## config.mk

```make
export PLATFORM = sky130hd
export DESIGN_NAME = tx_lane_scheduler_flat
export DESIGN_NICKNAME = d
export VERILOG_FILES = /design/src/rtl/tx_lane_scheduler_if.sv /design/src/rtl/tx_lane_scheduler.sv /design/src/flat_wrapper.sv
export SDC_FILE = /design/constraint.sdc
export NUM_CORES = 1
export LEC_CHECK = 0
export CORE_MARGIN = 2
export CORE_UTILIZATION = 40
export CTS_CLUSTER_DIAMETER = 200
export DETAILED_ROUTE_END_ITERATION = 10
export PLACE_DENSITY_LB_ADDON = 0.2
export SYNTH_ARGS = -nofsm -noshare
export SYNTH_HDL_FRONTEND = slang
export SYNTH_SLANG_ARGS = --single-unit
```

## constraint.sdc

```tcl
create_clock -name clk -period 1.85 [get_ports clk]
set_input_delay 0.37 -clock clk [delete_from_list [all_inputs] [get_ports clk]]
set_output_delay 0.37 -clock clk [all_outputs]
set_load 0.005 [all_outputs]
```

## src/rtl/tx_lane_scheduler_if.sv

```systemverilog
// ---------------------------------------------------------------------------
// tx_lane_scheduler_if
//   User-side handshake and lane-side slot outputs of tx_lane_scheduler.
//   master : the user / lane consumer (drives tx_valid, tx_data)
//   slave  : the scheduler (drives tx_ready and all slot outputs)
//   Signals:
//     tx_valid   user word available
//     tx_data    user word (16 bit)
//     tx_ready   word accepted this cycle when tx_valid & tx_ready
//     send_idle  registered idle slot request
//     send_cc    registered clock-compensation slot
//     send_data  registered data slot, lane_data valid
//     lane_data  registered accepted user word
//     cc_count   registered count of completed CC sequences (saturating)
// ---------------------------------------------------------------------------
interface tx_lane_scheduler_if;
  logic        tx_valid;
  logic [15:0] tx_data;
  logic        tx_ready;
  logic        send_idle;
  logic        send_cc;
  logic        send_data;
  logic [15:0] lane_data;
  logic [15:0] cc_count;

  modport master (
    output tx_valid, tx_data,
    input  tx_ready, send_idle, send_cc, send_data, lane_data, cc_count
  );

  modport slave (
    input  tx_valid, tx_data,
    output tx_ready, send_idle, send_cc, send_data, lane_data, cc_count
  );
endinterface

```

## src/rtl/tx_lane_scheduler.sv

```systemverilog
// ---------------------------------------------------------------------------
// tx_lane_scheduler
//   Decides one transmit slot per cycle (idle, clock-compensation or user
//   data) and presents it registered one cycle later. A CC sequence of CC_LEN
//   consecutive slots starts every CC_PERIOD cycles while the channel is up;
//   user words are back-pressured with tx_ready during CC.
//   Ports:
//     clk         rising-edge clock
//     rst         synchronous active-high reset
//     channel_up  lane initialised; low forces idle and returns to DOWN
//     lane        tx_lane_scheduler_if.slave (handshake + slot outputs)
// ---------------------------------------------------------------------------
module tx_lane_scheduler #(
  parameter int unsigned CC_PERIOD = 5000,  // CC_LEN+2 .. 65535
  parameter int unsigned CC_LEN    = 6      // 1 .. 15
) (
  input  logic                 clk,
  input  logic                 rst,
  input  logic                 channel_up,
  tx_lane_scheduler_if.slave   lane
);

  localparam logic [1:0] ST_DOWN = 2'd0;
  localparam logic [1:0] ST_RUN  = 2'd1;
  localparam logic [1:0] ST_CC   = 2'd2;

  localparam logic [15:0] CC_DUE_VAL = 16'(CC_PERIOD - 1);
  localparam logic [3:0]  CC_LEFT_LD = 4'(CC_LEN - 1);

  logic [1:0]  state;
  logic [15:0] cc_timer;
  logic [3:0]  cc_left;
  logic [15:0] cc_count_r;
  logic [15:0] lane_data_r;
  logic        send_idle_r;
  logic        send_cc_r;
  logic        send_data_r;

  logic cc_due;
  logic tx_ready_int;
  logic slot_idle;
  logic slot_cc;
  logic slot_data;
  logic seq_done;

  // The cc_due cycle is itself the first CC slot, so the handshake is closed
  // on it as well as in every CC-state cycle.
  assign cc_due       = !rst && channel_up && (state == ST_RUN) && (cc_timer == CC_DUE_VAL);
  assign tx_ready_int = !rst && channel_up && (state == ST_RUN) && !cc_due;

  always_comb begin
    // NOTE: every output of this block is given a default first, so no path
    // leaves a signal unassigned and no latch is inferred.
    slot_idle = 1'b1;
    slot_cc   = 1'b0;
    slot_data = 1'b0;
    if (!channel_up || state == ST_DOWN) begin
      slot_idle = 1'b1;
    end else if (state == ST_CC || cc_due) begin
      slot_idle = 1'b0;
      slot_cc   = 1'b1;
    end else if (lane.tx_valid && tx_ready_int) begin
      slot_idle = 1'b0;
      slot_data = 1'b1;
    end
  end

  // Last slot of a sequence: the final CC-state cycle, or the cc_due cycle
  // alone when the sequence is a single slot long.
  assign seq_done = slot_cc &&
                    ((state == ST_CC && cc_left == 4'd1) || (cc_due && CC_LEN == 1));

  // NOTE: sequential state is updated with non-blocking assignments so every
  // register samples the pre-edge values, independent of statement order.
  always_ff @(posedge clk) begin
    if (rst) begin
      state       <= ST_DOWN;
      cc_timer    <= 16'd0;
      cc_left     <= 4'd0;
      cc_count_r  <= 16'd0;
      lane_data_r <= 16'd0;
      send_idle_r <= 1'b0;
      send_cc_r   <= 1'b0;
      send_data_r <= 1'b0;
    end else begin
      send_idle_r <= slot_idle;
      send_cc_r   <= slot_cc;
      send_data_r <= slot_data;
      if (slot_data) begin
        lane_data_r <= lane.tx_data;
      end
      if (seq_done && cc_count_r != 16'hFFFF) begin
        cc_count_r <= cc_count_r + 16'd1;
      end

      if (!channel_up) begin
        // Aborts any CC in progress; it is not counted since seq_done
        // requires channel_up through slot_cc.
        state    <= ST_DOWN;
        cc_timer <= 16'd0;
        cc_left  <= 4'd0;
      end else begin
        case (state)
          ST_DOWN: begin
            state    <= ST_RUN;
            cc_timer <= 16'd0;
          end
          ST_RUN: begin
            if (cc_due) begin
              cc_timer <= 16'd0;
              if (CC_LEN > 1) begin
                state   <= ST_CC;
                cc_left <= CC_LEFT_LD;
              end
            end else begin
              cc_timer <= cc_timer + 16'd1;
            end
          end
          ST_CC: begin
            // CC_PERIOD >= CC_LEN+2 keeps the timer clear of the wrap value here.
            cc_timer <= cc_timer + 16'd1;
            cc_left  <= cc_left - 4'd1;
            if (cc_left == 4'd1) begin
              state <= ST_RUN;
            end
          end
          default: begin
            state    <= ST_DOWN;
            cc_timer <= 16'd0;
            cc_left  <= 4'd0;
          end
        endcase
      end
    end
  end

  assign lane.tx_ready  = tx_ready_int;
  assign lane.send_idle = send_idle_r;
  assign lane.send_cc   = send_cc_r;
  assign lane.send_data = send_data_r;
  assign lane.lane_data = lane_data_r;
  assign lane.cc_count  = cc_count_r;

endmodule

```

## src/flat_wrapper.sv

```systemverilog
// flat-port wrapper written by rule: the top's interface ports become plain ports
module tx_lane_scheduler_flat 
#(
  parameter int unsigned CC_PERIOD = 5000,                      
  parameter int unsigned CC_LEN    = 6                
)
  (clk, rst, channel_up, lane_tx_valid, lane_tx_data, lane_tx_ready, lane_send_idle, lane_send_cc, lane_send_data, lane_lane_data, lane_cc_count);
  tx_lane_scheduler_if lane_i ();
  input  logic clk;
  input  logic rst;
  input  logic channel_up;
  input wire logic [$bits(lane_i.tx_valid)-1:0] lane_tx_valid;
  input wire logic [$bits(lane_i.tx_data)-1:0] lane_tx_data;
  output wire logic [$bits(lane_i.tx_ready)-1:0] lane_tx_ready;
  output wire logic [$bits(lane_i.send_idle)-1:0] lane_send_idle;
  output wire logic [$bits(lane_i.send_cc)-1:0] lane_send_cc;
  output wire logic [$bits(lane_i.send_data)-1:0] lane_send_data;
  output wire logic [$bits(lane_i.lane_data)-1:0] lane_lane_data;
  output wire logic [$bits(lane_i.cc_count)-1:0] lane_cc_count;
  assign lane_i.tx_valid = lane_tx_valid;
  assign lane_i.tx_data = lane_tx_data;
  assign lane_tx_ready = lane_i.tx_ready;
  assign lane_send_idle = lane_i.send_idle;
  assign lane_send_cc = lane_i.send_cc;
  assign lane_send_data = lane_i.send_data;
  assign lane_lane_data = lane_i.lane_data;
  assign lane_cc_count = lane_i.cc_count;
  tx_lane_scheduler #(.CC_PERIOD(CC_PERIOD), .CC_LEN(CC_LEN)) u_core (.clk(clk), .rst(rst), .channel_up(channel_up), .lane(lane_i));
endmodule
```

Word level (Yosys, flattened, before mapping)
Index checks and enable logic that the tools add are counted.

$add $sub $neg: 3. Reduce and logical (&&, ||, !) cells: 17. Multiplexer cells: 15. Equality and inequality tests: 7. Bitwise gates (word level): 2.

Operators by type and width (count): 16-bit by 1-bit adder with 16-bit output (second input constant) (2); 16-bit one-hot mux with 2 select lines (1); 16-bit by 13-bit == test with 1-bit output (second input constant) (1); 16-bit 2-to-1 mux (1); 16-bit != test (second input constant) (1); 4-bit one-hot mux with 3 select lines (1); 1-bit logical AND (8); 1-bit 2-to-1 mux (8); 2-bit one-hot mux with 3 select lines (1); 4-bit by 1-bit == test with 1-bit output (second input constant) (1); 2-bit 2-to-1 mux (2); 4-bit 2-to-1 mux (1); 2-bit AND reduction (2); 4-bit by 1-bit subtractor with 4-bit output (second input constant) (1); 1-bit zero test (3); 2-bit by 1-bit == test with 1-bit output (second input constant) (1); 2-bit == test (second input constant) (1); 2-bit zero test (1); 1-bit logical OR (2); 2-bit by 1-bit != test with 1-bit output (second input constant) (1); 2-bit != test (second input constant) (1); 1-bit inverter (2); 2-bit OR reduction (1).

Flip-flop bits (word level): 57. Output and inout port bits: 36. Logic and storage cells: 52. Bits of input ports: 20.

Logic depth before layout (Yosys ltp)
Depth after elaboration: 10. Mapped depth: 8.

Worst setup path after synthesis
OpenSTA, ideal clock, no wires.

Path type: register -> register. From: register u_core.state[0]. To: register u_core.lane_data_r[10] (netlist: u_core.lane.lane_data[10]). Stages on the path, launching flop included: 9. Path slack: 9 ps. Required time: 1718 ps. Library setup time: 132 ps. Path buffers: 2. Period minus slack after synthesis: 1841 ps. Arrival: 1709 ps. Path through: dfxtp_1 -> inv_1 -> ha_1 -> nand2b_1 -> or3_1 -> clkbuf_1 -> clkbuf_1 -> o21ai_0 -> a21oi_1.

Cells in the longest elaborated chain, start to end: 9.

Ends and longest elaborated chain: start: declaration (line tx_lane_scheduler.sv:30) `logic [1:0] state;`; start signal: assignment (line tx_lane_scheduler.sv:77) `state <= ST_DOWN;`; start signal: assignment (line tx_lane_scheduler.sv:99) `state <= ST_DOWN;`; start signal: assignment (line tx_lane_scheduler.sv:105) `state <= ST_RUN;`; 2-bit by 1-bit == test with 1-bit output (line tx_lane_scheduler.sv:48, tx_lane_scheduler.sv:49); 1-bit logical AND (line tx_lane_scheduler.sv:48, tx_lane_scheduler.sv:49); 1-bit logical AND (line tx_lane_scheduler.sv:48) `assign cc_due = !rst && channel_up && (state == ST_RUN) && (cc_timer == CC_DUE_VAL);`; 1-bit zero test (line tx_lane_scheduler.sv:49) `assign tx_ready_int = !rst && channel_up && (state == ST_RUN) && !cc_due;`; 1-bit logical AND (line tx_lane_scheduler.sv:49); 1-bit logical AND (line tx_lane_scheduler.sv:62) `end else if (lane.tx_valid && tx_ready_int) begin`; 1-bit 2-to-1 mux (line tx_lane_scheduler.sv:62); 1-bit 2-to-1 mux (line tx_lane_scheduler.sv:59) `end else if (state == ST_CC || cc_due) begin`; 1-bit 2-to-1 mux * (line tx_lane_scheduler.sv:57) `if (!channel_up || state == ST_DOWN) begin`; end signal: assignment (line tx_lane_scheduler.sv:90) `lane_data_r <= lane.tx_data;`; end: declaration (line tx_lane_scheduler.sv:34) `logic [15:0] lane_data_r;`.

Mark *: on every way between the ends. The rest lies on a longest branch, timed or not. A chain may end at the register's enable or synchronous reset.

Worst setup path in the final report
From: register u_core.cc_timer[11]. To: output lane_tx_ready.

Cells in the longest elaborated chain, start to end: 4.

Ends and longest elaborated chain: start: declaration (line tx_lane_scheduler.sv:31) `logic [15:0] cc_timer;`; start signal: assignment (line tx_lane_scheduler.sv:116) `cc_timer <= cc_timer + 16'd1;`; start signal: assignment (line tx_lane_scheduler.sv:121) `cc_timer <= cc_timer + 16'd1;`; 16-bit by 13-bit == test with 1-bit output (line tx_lane_scheduler.sv:48); 1-bit logical AND (line tx_lane_scheduler.sv:48); 1-bit zero test (line tx_lane_scheduler.sv:49); 1-bit logical AND (line tx_lane_scheduler.sv:49); end: declaration (line flat_wrapper.sv:14) `output wire logic [$bits(lane_i.tx_ready)-1:0] lane_tx_ready;`.

No other way between the ends.

==> out/qor.yml <==
dieWidth_microns: 88.36
finalClockSkew_ns: 0.006506
rows: 30
cp.required_ns: 1.48
hp-class: "reg -> reg"
drc: 0
max_freq_mhz: 549.5
insertion_delay_ns: 0.33
cts_buffer_depth: 2
start_kind: "flop"
io_pins: 56
syn_inst: 328
routed_wl_microns: 7394
fillers: 636
place_hpwl_microns: 5214
slew_viol_final: 0
clkTransAtPathRegs_ns: 0.06
critPathCaptureType: "output port"
hold_path_startpoint: "u_core.lane.lane_data[8]"
overflow: 0
start_util_pct: 41.67
crit_fanout: 2
rsz0062_at_grt: "yes"
min_period_ns: 1.820
port_buffers: 55
synth_area_per_cell_sq_um: 8.678
post-place-ws_ns: -0.3111
syn_nets: 356
holdWs_ns: 0.4732
leakagePower_nw: 1.538
gp_congestion: 0.8104
reg2reg_slack_ns: 0.07
cts_tree: "built"
ant_nets: 0
grtUsageTotal_pct: 19.35
wl_per_cell_microns: 13.72
hold_depth: 2
r2r-end: "u_core.lane.cc_count[15]"
final_util_pct: 62.22
grt_pass1_vias: 2625
maxCapViolations: 0
crit_type: "reg -> out"
diodes: 0
rr_startpoint: "u_core.cc_left[1]"
setup_ws_ns: 0.03027
synth-main-ff-cell: "dfxtp_1"
areaGrowthSynthToFinish_pct: 49.32
reg2regPathDepth: 8
root_buffer: "clkbuf_8"
crit_arrival_ns: 1.45
ir_drop_mv: 0.2929
drive_gt1_share_pct: 27.09
firstDrtPassIters: 4
ys_types: 47
num_vias: 2772
synth_edf_count: 0
setup_tns_ns: 0
fin_nets: 466
status: "complete, no violations"
ys_ff_latch: 57
maxSlewHeadroom_pct: 75.36
worst_pin_slew_ns: 0.3688
grt_pass1_wl_microns: 11850
syn_area_sq_um: 2846
drtIter0Drc: 109
async_reset_ff_share_pct: 0
synth_seq_area_share_pct: 40.09
die_height_microns: 88.36
viasPerCell: 5.143
cts.sinks: 57
die_area_sq_um: 7807
finalSetupViolations: 0
core_sq_um: 6832
ys_warn_count: 0
hold_violations: 0
powerDensity_nw_per_um2: 616.1
hold_end: "u_core.lane.lane_data[8]"
min_period_over_period_pct: 98.36
htree_levels: 3
antenna_found_initial: 0
grt_max_degree: 22
p_total_mw: 2.619
cts_buffers: 9
cts_hold_buffers: 0
## worst max-delay path, cell delays in order (launching register included)
cell and delay, ns:
dfxtp_2 0.34, nor4b_4 0.32, and4_4 0.29, nor3_4 0.04, buf_2 0.13
## cells in the final DEF (no fill, tap or decap), types with 6 or more instances in the layout
master,n
clkdlybuf4s50_1,54
buf_4,54
dfxtp_1,50
nand3_1,32
nor2_1,29
a21oi_1,27
nand2_1,15
o21ai_0,15
nor3_1,11
o21ai_1,10
clkbuf_8,9
inv_1,8
nand4_1,8
xor2_1,8
nor2b_1,7
mux2_2,6
dfxtp_2,6
## area by class of cell
cell class / count / area, sq um / share of cell area (%)
clock buffers: 10 / 127.6 / 3.003
well taps: 96 / 120.1 / 2.826
clock inverters: 6 / 82.58 / 1.943
repair buffers: 112 / 993.5 / 23.37
flip-flops and latches: 57 / 1152 / 27.11
multi-input cells: 246 / 1729 / 40.68
inverters: 12 / 45.04 / 1.060
## metrics by stage
step / area, sq um / std cells
floorplan: 2846 / 328
global placement: 3870 / 519
detailed placement: 3870 / 519
CTS: 4133 / 536
global route: 4250 / 539
finish: 4250 / 539
## worst max path at each step
stage / from / endpoint / slack [ns] / cells past startpoint
2_1_floorplan: u_core.state[0] / u_core.lane.lane_data[10] / 0.009 / 8
3_3_place_gp: channel_up / lane_tx_ready / -0.33 / 4
3_5_place_dp: channel_up / lane_tx_ready / -0.31 / 4
4_1_cts: u_core.cc_timer[0] / lane_tx_ready / -0.02 / 5
5_1_grt: u_core.cc_left[1] / u_core.lane.cc_count[11] / -0.05 / 9
6_report: u_core.cc_timer[11] / lane_tx_ready / 0.03 / 4
## cells by family (layout without fill, tap and decap cells)
kind of cell	count (synthesis)	after routing	synth area share (%)
buf+inv	25	140	3.604
compound gates	72	72	15.60
fa+ha+maj	8	8	3.517
flops	57	57	40.09
mux	9	9	3.428
xor+xnor	13	13	4.000
simple gates	144	144	29.76
## routing by layer
layer / routed length, microns / global-route usage (%) / vias up / share of wire, %
li1: - / - / 1417 / -
met1: 3363 / 24.90 / 1282 / 45
met2: 3501 / 31.51 / 63 / 47
met3: 418 / 4.478 / 10 / 5.7
met4: 110 / 7.576 / 0 / 1.5
met5: 0 / 0 / - / 0
## where the power goes
group / internal (mW) / switching, mW / total, mW
registers: 1.23 / 0.00344 / 1.23
logic: 0.0799 / 0.0657 / 0.146
clock network: 0.751 / 0.488 / 1.24
total: 2.06 / 0.557 / 2.62
## repair_timing
action / in CTS / in global routing
pin swaps: 1 / 8
setup buffers: 1 / 3
gates resized for setup: 17 / 36
cloned: 0 / 0
endpoints found under the setup margin: 8 / 30
## cell usage after synthesis, types with 2 or more instances
master / instances / area (sq um)
dfxtp_1: 57 / 1141
nand3_1: 32 / 160.2
nor2_1: 29 / 108.9
a21oi_1: 28 / 140.1
o21ai_0: 26 / 130.1
nand2_1: 15 / 56.30
nor3_1: 12 / 60.06
inv_1: 11 / 41.29
clkbuf_1: 8 / 30.03
ha_1: 8 / 100.1
nand4_1: 8 / 50.05
xor2_1: 8 / 70.07
a211oi_1: 7 / 52.55
nor2b_1: 7 / 43.79
or4_1: 7 / 52.55
mux2_2: 6 / 67.56
xnor2_1: 5 / 43.79
and4_1: 4 / 35.03
or3_1: 4 / 25.02
and4_2: 3 / 30.03
buf_2: 3 / 15.01
mux2i_1: 3 / 30.03
nand2b_1: 3 / 18.77
nor4_1: 3 / 18.77
o211a_1: 3 / 30.03
and3_1: 2 / 12.51
nor3_2: 2 / 20.02
nor4b_1: 2 / 17.52
nor4b_4: 2 / 47.55
o31ai_1: 2 / 15.01
or2_2: 2 / 12.51
## sequential cells by signal, summed over array words and instances, names as in the netlist
name / flops
u_core.cc_left: 4
u_core.cc_timer: 16
u_core.lane.cc_count: 16
u_core.lane.lane_data: 16
u_core.lane.send_cc: 1
u_core.lane.send_data: 1
u_core.lane.send_idle: 1
u_core.state: 2
(Power assumes the default switching activity.)
